===== src/rtl/uop_issue_scheduler.sv =====
// One-entry in-order issue stage: routes integer uops to the ALU and multiply uops to a
// pipelined multiplier, resolving RAW/WAW/flag hazards and register-file write-port conflicts.
module uop_issue_scheduler #(
   parameter int MUL_LAT = 4,
   parameter int CNT_W   = 16
) (
   input  logic             clk,
   input  logic             rst,
   input  logic             flush_i,
   input  logic             in_valid_i,
   output logic             in_ready_o,
   input  logic [3:0]       in_class_i,
   input  logic [3:0]       in_cond_i,
   input  logic [3:0]       in_dest_i,
   input  logic             in_wr_dest_i,
   input  logic             in_wr_cpsr_i,
   input  logic [11:0]      in_src_i,
   input  logic [2:0]       in_src_use_i,
   output logic             int_issue_o,
   output logic             mul_issue_o,
   output logic [3:0]       iss_dest_o,
   output logic [11:0]      iss_src_o,
   output logic             mul_wb_o,
   output logic [3:0]       mul_wb_dest_o,
   output logic             drop_o,
   output logic [CNT_W-1:0] stall_cnt_o
);
   localparam logic [3:0] UOP_INTEGER   = 4'd1;
   localparam logic [3:0] UOP_INTEGER_M = 4'd2;
   localparam logic [3:0] COND_AL       = 4'b1110;

   typedef enum logic {IDLE, BUSY} mul_state_e;

   logic             ir_valid_q, ir_valid_d;
   logic [3:0]       ir_class_q, ir_class_d;
   logic [3:0]       ir_cond_q, ir_cond_d;
   logic [3:0]       ir_dest_q, ir_dest_d;
   logic             ir_wr_dest_q, ir_wr_dest_d;
   logic             ir_wr_cpsr_q, ir_wr_cpsr_d;
   logic [11:0]      ir_src_q, ir_src_d;
   logic [2:0]       ir_src_use_q, ir_src_use_d;
   logic [15:0]      sb_q, sb_d;
   logic             cpsr_pend_q, cpsr_pend_d;
   mul_state_e       state_q, state_d;
   logic [3:0]       cnt_q, cnt_d;
   logic [3:0]       mul_dest_q, mul_dest_d;
   logic [CNT_W-1:0] stall_q, stall_d;

   logic [15:0] haz;
   logic        raw, waw, cflag, hazard_free, issue;

   always_ff @(posedge clk or posedge rst) begin
      if (rst) begin
         ir_valid_q   <= 1'b0;
         ir_class_q   <= '0;
         ir_cond_q    <= '0;
         ir_dest_q    <= '0;
         ir_wr_dest_q <= 1'b0;
         ir_wr_cpsr_q <= 1'b0;
         ir_src_q     <= '0;
         ir_src_use_q <= '0;
         sb_q         <= '0;
         cpsr_pend_q  <= 1'b0;
         state_q      <= IDLE;
         cnt_q        <= '0;
         mul_dest_q   <= '0;
         stall_q      <= '0;
      end else begin
         ir_valid_q   <= ir_valid_d;
         ir_class_q   <= ir_class_d;
         ir_cond_q    <= ir_cond_d;
         ir_dest_q    <= ir_dest_d;
         ir_wr_dest_q <= ir_wr_dest_d;
         ir_wr_cpsr_q <= ir_wr_cpsr_d;
         ir_src_q     <= ir_src_d;
         ir_src_use_q <= ir_src_use_d;
         sb_q         <= sb_d;
         cpsr_pend_q  <= cpsr_pend_d;
         state_q      <= state_d;
         cnt_q        <= cnt_d;
         mul_dest_q   <= mul_dest_d;
         stall_q      <= stall_d;
      end
   end

   assign mul_wb_o      = (state_q == BUSY) && (cnt_q == 4'd1);
   assign mul_wb_dest_o = mul_dest_q;

   // A register completing this cycle is bypassed, so it no longer blocks readers or writers.
   assign haz = sb_q & ~(mul_wb_o ? (16'h1 << mul_dest_q) : 16'h0);

   assign raw = (ir_src_use_q[0] && haz[ir_src_q[3:0]])  ||
                (ir_src_use_q[1] && haz[ir_src_q[7:4]])  ||
                (ir_src_use_q[2] && haz[ir_src_q[11:8]]);
   assign waw         = ir_wr_dest_q && haz[ir_dest_q];
   assign cflag       = (ir_cond_q != COND_AL) && cpsr_pend_q;
   assign hazard_free = ir_valid_q && !raw && !waw && !cflag;

   assign int_issue_o = hazard_free && (ir_class_q == UOP_INTEGER) && (cnt_q != 4'd2);
   assign mul_issue_o = hazard_free && (ir_class_q == UOP_INTEGER_M) &&
                        ((state_q == IDLE) || (cnt_q == 4'd1));
   assign drop_o      = ir_valid_q && (ir_class_q != UOP_INTEGER) && (ir_class_q != UOP_INTEGER_M);
   assign issue       = int_issue_o || mul_issue_o;
   assign in_ready_o  = !ir_valid_q || issue || drop_o;
   assign iss_dest_o  = ir_dest_q;
   assign iss_src_o   = ir_src_q;
   assign stall_cnt_o = stall_q;

   always_comb begin
      ir_valid_d   = ir_valid_q;
      ir_class_d   = ir_class_q;
      ir_cond_d    = ir_cond_q;
      ir_dest_d    = ir_dest_q;
      ir_wr_dest_d = ir_wr_dest_q;
      ir_wr_cpsr_d = ir_wr_cpsr_q;
      ir_src_d     = ir_src_q;
      ir_src_use_d = ir_src_use_q;
      if (flush_i) begin
         ir_valid_d = 1'b0;
      end else if (in_valid_i && in_ready_o) begin
         ir_valid_d   = 1'b1;
         ir_class_d   = in_class_i;
         ir_cond_d    = in_cond_i;
         ir_dest_d    = in_dest_i;
         ir_wr_dest_d = in_wr_dest_i;
         ir_wr_cpsr_d = in_wr_cpsr_i;
         ir_src_d     = in_src_i;
         ir_src_use_d = in_src_use_i;
      end else if (issue || drop_o) begin
         ir_valid_d = 1'b0;
      end

      cpsr_pend_d = !flush_i && int_issue_o && ir_wr_cpsr_q;

      stall_d = stall_q;
      if (ir_valid_q && !issue && !drop_o && !flush_i && !(&stall_q))
         stall_d = stall_q + 1'b1;
   end

   // Multiplier tracking: a back-to-back issue in the completion cycle reloads the counter.
   always_comb begin
      state_d    = state_q;
      cnt_d      = cnt_q;
      mul_dest_d = mul_dest_q;
      sb_d       = sb_q;
      if (mul_issue_o) begin
         if (mul_wb_o)
            sb_d[mul_dest_q] = 1'b0;
         if (ir_wr_dest_q)
            sb_d[ir_dest_q] = 1'b1;
         state_d    = BUSY;
         cnt_d      = 4'(MUL_LAT);
         mul_dest_d = ir_dest_q;
      end else if (state_q == BUSY) begin
         cnt_d = cnt_q - 4'd1;
         if (cnt_q == 4'd1) begin
            state_d          = IDLE;
            sb_d[mul_dest_q] = 1'b0;
         end
      end
   end
endmodule


===== config.mk =====
export PLATFORM = sky130hd
export DESIGN_NAME = uop_issue_scheduler
export DESIGN_NICKNAME = d
export VERILOG_FILES = /design/src/rtl/uop_issue_scheduler.sv
export SDC_FILE = /design/constraint.sdc
export NUM_CORES = 1
export LEC_CHECK = 0
export BUFFER_PORTS_ARGS = -buffer_cell sky130_fd_sc_hd__buf_4
export CORE_ASPECT_RATIO = 1.2
export CORE_UTILIZATION = 45
export CTS_CLUSTER_SIZE = 25
export DETAILED_ROUTE_END_ITERATION = 6
export MAX_ROUTING_LAYER = met4
export PLACE_DENSITY_LB_ADDON = 0.25
export SLEW_MARGIN = 15
export SYNTH_ARGS = -nofsm -noshare
export SYNTH_HDL_FRONTEND = slang
export SYNTH_SLANG_ARGS = --single-unit

===== constraint.sdc =====
create_clock -name clk -period 9.8 [get_ports clk]
set_clock_uncertainty 0.05 [all_clocks]
set_input_delay 1.47 -clock clk [delete_from_list [all_inputs] [get_ports clk]]
set_output_delay 1.47 -clock clk [all_outputs]
set_load 0.005 [all_outputs]

### Word level (Yosys, flattened, before mapping)

Cells that the tools add are included.

* bits in registers: 72
* input port bits: 33

* multiplexer cells: 27
* shift-type cells: 1
* equality and inequality tests: 7
* $lt $le $gt $ge: 7
* add/sub/neg operators: 2
* bitwise operators: 7
* reductions and logical operators: 45

Operator list (number)
* two-way mux 16 bit: 7
* bitwise AND 16 bit: 2
* inverter 16 bit: 2
* < comparator 4 x 5 -> 1 bit, second input constant: 5
* logical AND 1 bit: 24
* adder 16 x 1 -> 16 bit, second input constant: 1
* binary-select mux 1 bit (select 4 bit): 4
* OR 16 bit: 1
* AND reduction 16 bit: 1
* left shift 1 x 4 -> 16 bit, first input constant: 1
* two-way mux 1 bit: 12
* demux 1 bit (select 4 bit): 2
* == test 4 x 1 -> 1 bit, second input constant: 2
* greater-or-equal comparator 4 x 1 -> 1 bit, second input constant: 2
* logical NOT 1 bit: 8
* two-way mux 4 bit: 2
* inequality test 4 x 2 -> 1 bit, second input constant: 2
* logical OR 1 bit: 7
* == test 4 x 2 -> 1 bit, second input constant: 1
* inequality test 4 x 1 -> 1 bit, second input constant: 1
* inequality test 4 bit, second input constant: 1
* AND reduction 2 bit: 2
* nonzero test 2 bit: 2
* subtractor 4 x 1 -> 4 bit, second input constant: 1
* other kinds (2): 3

### Logic depth before layout (Yosys ltp)

Gate-level depths: netlist of the first run.

* depth in word-level cells: 22
* mapped depth: 17

### Worst setup path after synthesis of the first run

OpenSTA, ideal clock, no wires.

* path kind: reg2out
* from: register cnt_q[1]
* to: output port mul_issue_o
* cell stages (with the launch flop): 14
* buffers on the path: 3
* data arrival time: 2.798 ns
* path slack: 5.482 ns
* cells stage by stage: dfrtp_1 inv_1 ha_1 nand4bb_1 buf_2 buf_4 o311ai_0 a21boi_1 a2111o_1 nor4_2 nand4_1 or4_1 buf_2 inv_2

* word-level cells in the longest chain between the ends: 16

Ends and longest elaborated chain
* from (decl): RTL line 45 `logic [3:0] cnt_q, cnt_d;`
* from (signal assigned): RTL line 80 `cnt_q <= cnt_d;`
* == test 4 x 1 -> 1 bit (*): RTL line 86, 101
* logical AND 1 bit: RTL line 86 `assign mul_wb_o = (state_q == BUSY) && (cnt_q == 4'd1);`
* two-way mux 16 bit: RTL line 90 `assign haz = sb_q & ~(mul_wb_o ? (16'h1 << mul_dest_q) : 16'h0);`
* inverter 16 bit: RTL line 90
* bitwise AND 16 bit: RTL line 90
* binary-select mux 1 bit (select 4 bit) (on tied branches): RTL line 92, 93
* two-way mux 1 bit (on tied branches): RTL line 92, 93
* logical AND 1 bit (on tied branches): RTL line 92, 93
* logical OR 1 bit: RTL line 92 `assign raw = (ir_src_use_q[0] && haz[ir_src_q[3:0]]) ||`
* logical OR 1 bit: RTL line 93 `(ir_src_use_q[1] && haz[ir_src_q[7:4]]) ||`
* logical NOT 1 bit: RTL line 97 `assign hazard_free = ir_valid_q && !raw && !waw && !cflag;`
* logical AND 1 bit (3 in a row): RTL line 97
* logical AND 1 bit: RTL line 100 `assign mul_issue_o = hazard_free && (ir_class_q == UOP_INTEGER_M) &&`
* logical AND 1 bit (*): RTL line 100
* to (decl): RTL line 20 `output logic mul_issue_o,`

Every way passes the cells marked *; elsewhere a longest branch is shown, timed or not. The select of a mux whose other input is x is not followed.

### Worst setup path in the final report of the first run

Ends and elaborated chain as after synthesis.

==> results of run 1 <==
-- layout make-up --
| cell class | instances | area (um^2) |
|---|---|---|
| flip-flops and latches | 72 | 1802 |
| multi-input cells | 283 | 2147 |
| well taps | 117 | 146.4 |
| fillers | 747 | 3810 |
| clock inverters | 3 | 65.06 |
| inverters | 16 | 60.06 |
| clock buffers | 13 | 148.9 |
| repair buffers | 76 | 570.5 |
-- cell families after synthesis --
group	count (synthesis)	synth area share
buffers and inverters	42	0.04606
DFF	72	0.4364
AOI/OAI and AO/OA	91	0.1746
xor gates and xnor gates	20	0.04242
muxes	42	0.1124
and+or+nand+nor	126	0.1761
adders and majority gates	4	0.01212
-- final timing paths --
kind                                end  depth (start not counted)  slack, ns
setup / recovery            mul_issue_o                         12       3.88
hold / removal             ir_cond_q[0]                          1       0.43
setup reg to reg           iss_src_o[4]                         13       5.10
hold reg to reg            ir_cond_q[0]                          1       0.43
max in group asynchronous      cnt_q[2]                          3       7.78
min in group asynchronous  iss_src_o[3]                          3       1.35
-- stage by stage --
stage	util	setup WS [ns]	power [uW]	area [um^2]
floorplan	-	5.482	576.9	4129
global placement	0.5397	4.329	672.2	4722
detailed placement	0.5397	4.305	680.0	4722
CTS	0.5641	3.904	943.1	4936
global route	0.5646	3.641	993.8	4940
finish	0.5646	3.878	941.0	4940
-- state kept, by name (all words and copies together), names as in the netlist --
register	count
iss_src_o	12
sb_q	16
iss_dest_o	4
cnt_q	4
cpsr_pend_q	1
ir_wr_cpsr_q	1
stall_cnt_o	16
ir_cond_q	4
ir_wr_dest_q	1
ir_class_q	4
mul_wb_dest_o	4
ir_valid_q	1
ir_src_use_q	3
state_q	1
-- layer usage --
metal  share of wire  wire length [um]  up-vias
li1                -                 -     1614
met1            0.41              4522     1724
met2            0.51              5572      158
met3           0.052               575       32
met4           0.032               357        0
met5               0                 0        -
-- cell usage in the layout (no fill, tap or decap), types with 4 or more instances in the layout --
cell type,n
ha_1,4
xor2_1,12
inv_1,14
nor2_1,14
and3_1,4
and2_1,4
nand2_1,28
o31ai_1,24
mux2i_1,7
nor3_1,11
o41ai_2,4
o311ai_0,5
nand2b_1,7
a21oi_1,4
o21ai_0,10
buf_4,76
nor3b_1,4
nor2b_1,7
xnor2_1,8
nor4_1,7
nand3_1,11
o211ai_1,5
a22oi_1,4
nand4_1,4
nand3b_1,5
dfrtp_1,72
clkbuf_8,10
mux2_1,32
-- power breakdown --
part / internal, uW / total [uW] / switching (uW)
clock network: 150 / 263 / 112
registers: 344 / 430 / 86.3
logic: 118 / 248 / 130
total: 613 / 941 / 328
==> flow_summary.json, run 1 <==
{
  "status": "completed",
  "yosysWarnings": 0,
  "synth_common_cells": "dfrtp_1, mux2_1, nand2_1, o31ai_1, inv_1",
  "fin_tns_setup_ns": 0,
  "cts_hold_repair.buffers": 0,
  "leakagePower_uw": 0.002140,
  "yosysSeqAreaShare": 0.4364,
  "grt_overflow_total": 0,
  "min-delay-start": "ir_cond_q[0]",
  "core_mm2": 0.008750,
  "route.detailed.drc": 0,
  "cts_resized": 0,
  "critPathLaunchType": "register",
  "rsz0062_at_grt": "false",
  "post_route_cells_drive_above_1_share": 0.2246,
  "drtIter0Drc": 290,
  "use_met1": 0.3070,
  "grt_first_pass_wirelength_um": 17680,
  "cts_sinks": 72,
  "fin_cells": 580,
  "max_stage_delay_ns": 0.90,
  "clk_latency_ns": 0.36,
  "maxCapViolCount": 0,
  "synth_cells": 397,
  "firstDrtPassIters": 5,
  "cellPowerDensity_mw_per_mm2": 190.5,
  "synth_top_area_frac": 0.4364,
  "yosysMostFrequentCell": "dfrtp_1",
  "clock-root-buffer": "clkbuf_8",
  "timing.rr.start": "cnt_q[1]",
  "post-cts-setup-buffers": 0,
  "critPathBufInv": 4,
  "rows": 37,
  "clock.fmax_mhz": 168.9,
  "slowest_stage": "or4_1",
  "initial_core_util": 0.4719,
  "ant_nets": 0,
  "area_delta_synth_final_pct": 19.64,
  "finalWirelength_um": 11030,
  "grt_usage": 0.2565,
  "period_share": 0.6043,
  "port-buffer-count": 73,
  "cp_top_family": "simple AND/OR/NAND/NOR gates",
  "crit_chain": "inv_1 -> ha_1 -> nand4bb_1 -> buf_4 -> o41ai_2 -> mux2i_1 -> a2111o_1 -> nor4_2 -> nand4_1 -> or4_1 -> inv_2 -> buf_4",
  "first_global_vias": 3510,
  "path_clk_slew_ns": 0.07,
  "critPathMaxFanout": 36,
  "antenna_cells": 0,
  "ys_types": 69,
  "setup_viol": 0,
  "hold_path_class": "reg2reg",
  "avgSynthCellArea_um2": 10.40,
  "vias": 3528,
  "fin_hold_ws_ns": 0.4344,
  "use_met3": 0.05774,
  "cp.required_ns": 8.28,
  "arrival_ns": 4.40,
  "peakVddDrop_uv": 118.1,
  "die_h_um": 106.9,
  "die_w_um": 89.44,
  "synth_area_leader_cell": "dfrtp_1",
  "numCtsBuffers": 9,
  "grt_max_degree": 73,
  "startpoint": "cnt_q[1]",
  "period_needed_ns": 5.922,
  "critPathMostFrequentCell": "buf_4",
  "cp-end-kind": "primary output",
  "grt_util_met2": 0.4084,
  "cts_tree": "built",
  "detail_route.wl_per_cell_um": 19.01,
  "synth_area_leaders": "dfrtp_1, mux2_1, o31ai_1, nand2_1, xor2_1",
  "finalMaxSlewViolations": 0,
  "grt_antenna_before_repair": 0,
  "via_per_inst": 6.083,
  "syn_nets": 434,
  "synth_edf_count": 0,
  "dp_cells": 564,
  "cts_max_path_buffers": 2,
  "boundaryPins": 74,
  "synth-seq-cells": 72,
  "dp_hpwl_um": 7962,
  "ys.flop_type": "dfrtp_1",
  "die-area_mm2": 0.009564,
  "place_congestion": 0.9721,
  "hold_violations": 0,
  "worstMarginPinSlew_ns": 0.9091,
  "criticalPathCategory": "reg2out",
  "top_usage_layer": "met2",
  "layout.nets": 495,
  "h-tree-depth": 3,
  "syn_area_mm2": 0.004129,
  "relSlewSlack": 0.3939,
  "async_flop_share": 1.000
}
Note: power is estimated with default switching activity, not from simulation.
==> inputs of run 2 (changes only) <==
==> constraint.sdc (replaced) <==
create_clock -name clk -period 5.4 [get_ports clk]
set_clock_uncertainty 0.05 [all_clocks]
set_input_delay 0.81 -clock clk [delete_from_list [all_inputs] [get_ports clk]]
set_output_delay 0.81 -clock clk [all_outputs]
set_load 0.005 [all_outputs]
==> flow_summary.json, run 2 (synthesis results as in run 1) <==
{
  "status": "completed",
  "fin_tns_setup_ns": 0,
  "die-area_mm2": 0.009564,
  "firstDrtPassIters": 4,
  "grt_usage": 0.2547,
  "crit-reg2reg-capture": "iss_dest_o[1]",
  "cellPowerDensity_mw_per_mm2": 346.0,
  "clock.fmax_mhz": 212.7,
  "ant_nets": 0,
  "hold_violations": 0,
  "path_clk_slew_ns": 0.08,
  "arrival_ns": 3.84,
  "cts_resized": 0,
  "finalWirelength_um": 11030,
  "clk_latency_ns": 0.34,
  "r2r_setup_slack_ns": 1.04,
  "critPathMaxFanout": 36,
  "cp-end-kind": "primary output",
  "period_needed_ns": 4.702,
  "numCtsBuffers": 9,
  "setup_ws_ns": 0.6977,
  "area_delta_synth_final_pct": 20.06,
  "finalMaxSlewViolations": 0,
  "post_route_cells_drive_above_1_share": 0.2301,
  "route.detailed.drc": 0,
  "min-delay-start": "ir_wr_cpsr_q",
  "detail_route.wl_per_cell_um": 18.94,
  "maxCapViolCount": 0,
  "post-cts-setup-buffers": 0,
  "timing.rr.start": "cnt_q[1]",
  "rsz0062_at_grt": "false",
  "setup_viol": 0,
  "core_mm2": 0.008750,
  "cts_hold_repair.buffers": 0,
  "antenna_cells": 0,
  "grt_antenna_before_repair": 0,
  "leakagePower_uw": 0.002143,
  "period_share": 0.8708,
  "rows": 37,
  "port-buffer-count": 73,
  "dp_hpwl_um": 7929,
  "peakVddDrop_uv": 191.5,
  "cts_sinks": 72,
  "layout.nets": 497,
  "final_cell_mix": "buf_4, dfrtp_1, mux2_1",
  "vias": 3491,
  "critPathLaunchType": "register",
  "relSlewSlack": 0.2589,
  "drtIter0Drc": 288,
  "die_h_um": 106.9,
  "first_global_vias": 3441,
  "worstMarginPinSlew_ns": 1.104,
  "worst-r2r-cell-count": 13,
  "holdPathEnd": "ir_wr_cpsr_q",
  "grt_max_degree": 73,
  "cts_tree": "built",
  "via_per_inst": 5.998,
  "h-tree-depth": 3,
  "criticalPathCategory": "reg2out",
  "place_congestion": 0.9228,
  "hold_path_class": "reg2reg",
  "grt_overflow_total": 0,
  "boundaryPins": 74,
  "initial_core_util": 0.4719,
  "clock-root-buffer": "clkbuf_8",
  "die_w_um": 89.44,
  "cp.required_ns": 4.54,
  "layout_commonest_cell": "buf_4",
  "pre_cts_ws_ns": 1.056,
  "holdPathStages": 1,
  "cts_max_path_buffers": 2,
  "grt_first_pass_wirelength_um": 17660
}
[run 2: routing by layer]
metal,vias to the layer above,GRT usage,share of wire
met4,0,0.1327,0.037
met2,131,0.4013,0.49
li1,1616,-,-
met3,37,0.04080,0.049
met1,1707,0.3127,0.42
met5,-,-,0
[run 2: area by class of cell]
cell class                 instances  area (um^2)
fill                             782         3792
timing repair buffer              78        585.6
clock buffer                      10        127.6
multi-input combinational        283         2143
inverter                          16        60.06
tap                              117        146.4
clock inverter                     6        92.59
sequential                        72         1802
[run 2: worst max path at each step]
stage | startpoint | endpoint | slack [ns] | depth (start not counted)
6_report | cnt_q[1] | mul_issue_o | 0.70 | 13
5_1_grt | cnt_q[1] | mul_issue_o | 0.42 | 13
4_1_cts | cnt_q[1] | mul_issue_o | 0.70 | 13
3_5_place_dp | cnt_q[1] | iss_dest_o[3] | 1.06 | 13
3_3_place_gp | cnt_q[1] | mul_issue_o | 1.13 | 13
2_1_floorplan | cnt_q[1] | mul_issue_o | 1.74 | 13
[run 2: worst max-delay path, cell delays in order (launching register included)]
cell and delay [ns]:
dfrtp_1 0.41, inv_1 0.10, ha_1 0.17, nand4bb_1 0.11, buf_4 0.26, o31ai_1 0.63
o22a_1 0.21, a311oi_1 0.12, nor4_2 0.29, nand4_1 0.29, or4_1 0.47, buf_4 0.24
inv_2 0.10, buf_4 0.11
[run 2: power by group]
part	internal (uW)	switching (uW)	total, uW
Combinational	216	244	459
Sequential	624	155	779
Clock	263	214	477
Total	1100	613	1720
[run 2: per-stage QoR]
step	hold slack (ns)	instance area, um^2	total power (uW)	util	std cells
floorplan	0.3982	4129	1047	-	397
global placement	0.4089	4737	1235	0.5414	566
detailed placement	0.4181	4737	1246	0.5414	566
CTS	0.4358	4957	1726	0.5666	582
global route	0.4588	4957	1813	0.5666	582
finish	0.4294	4957	1715	0.5666	582
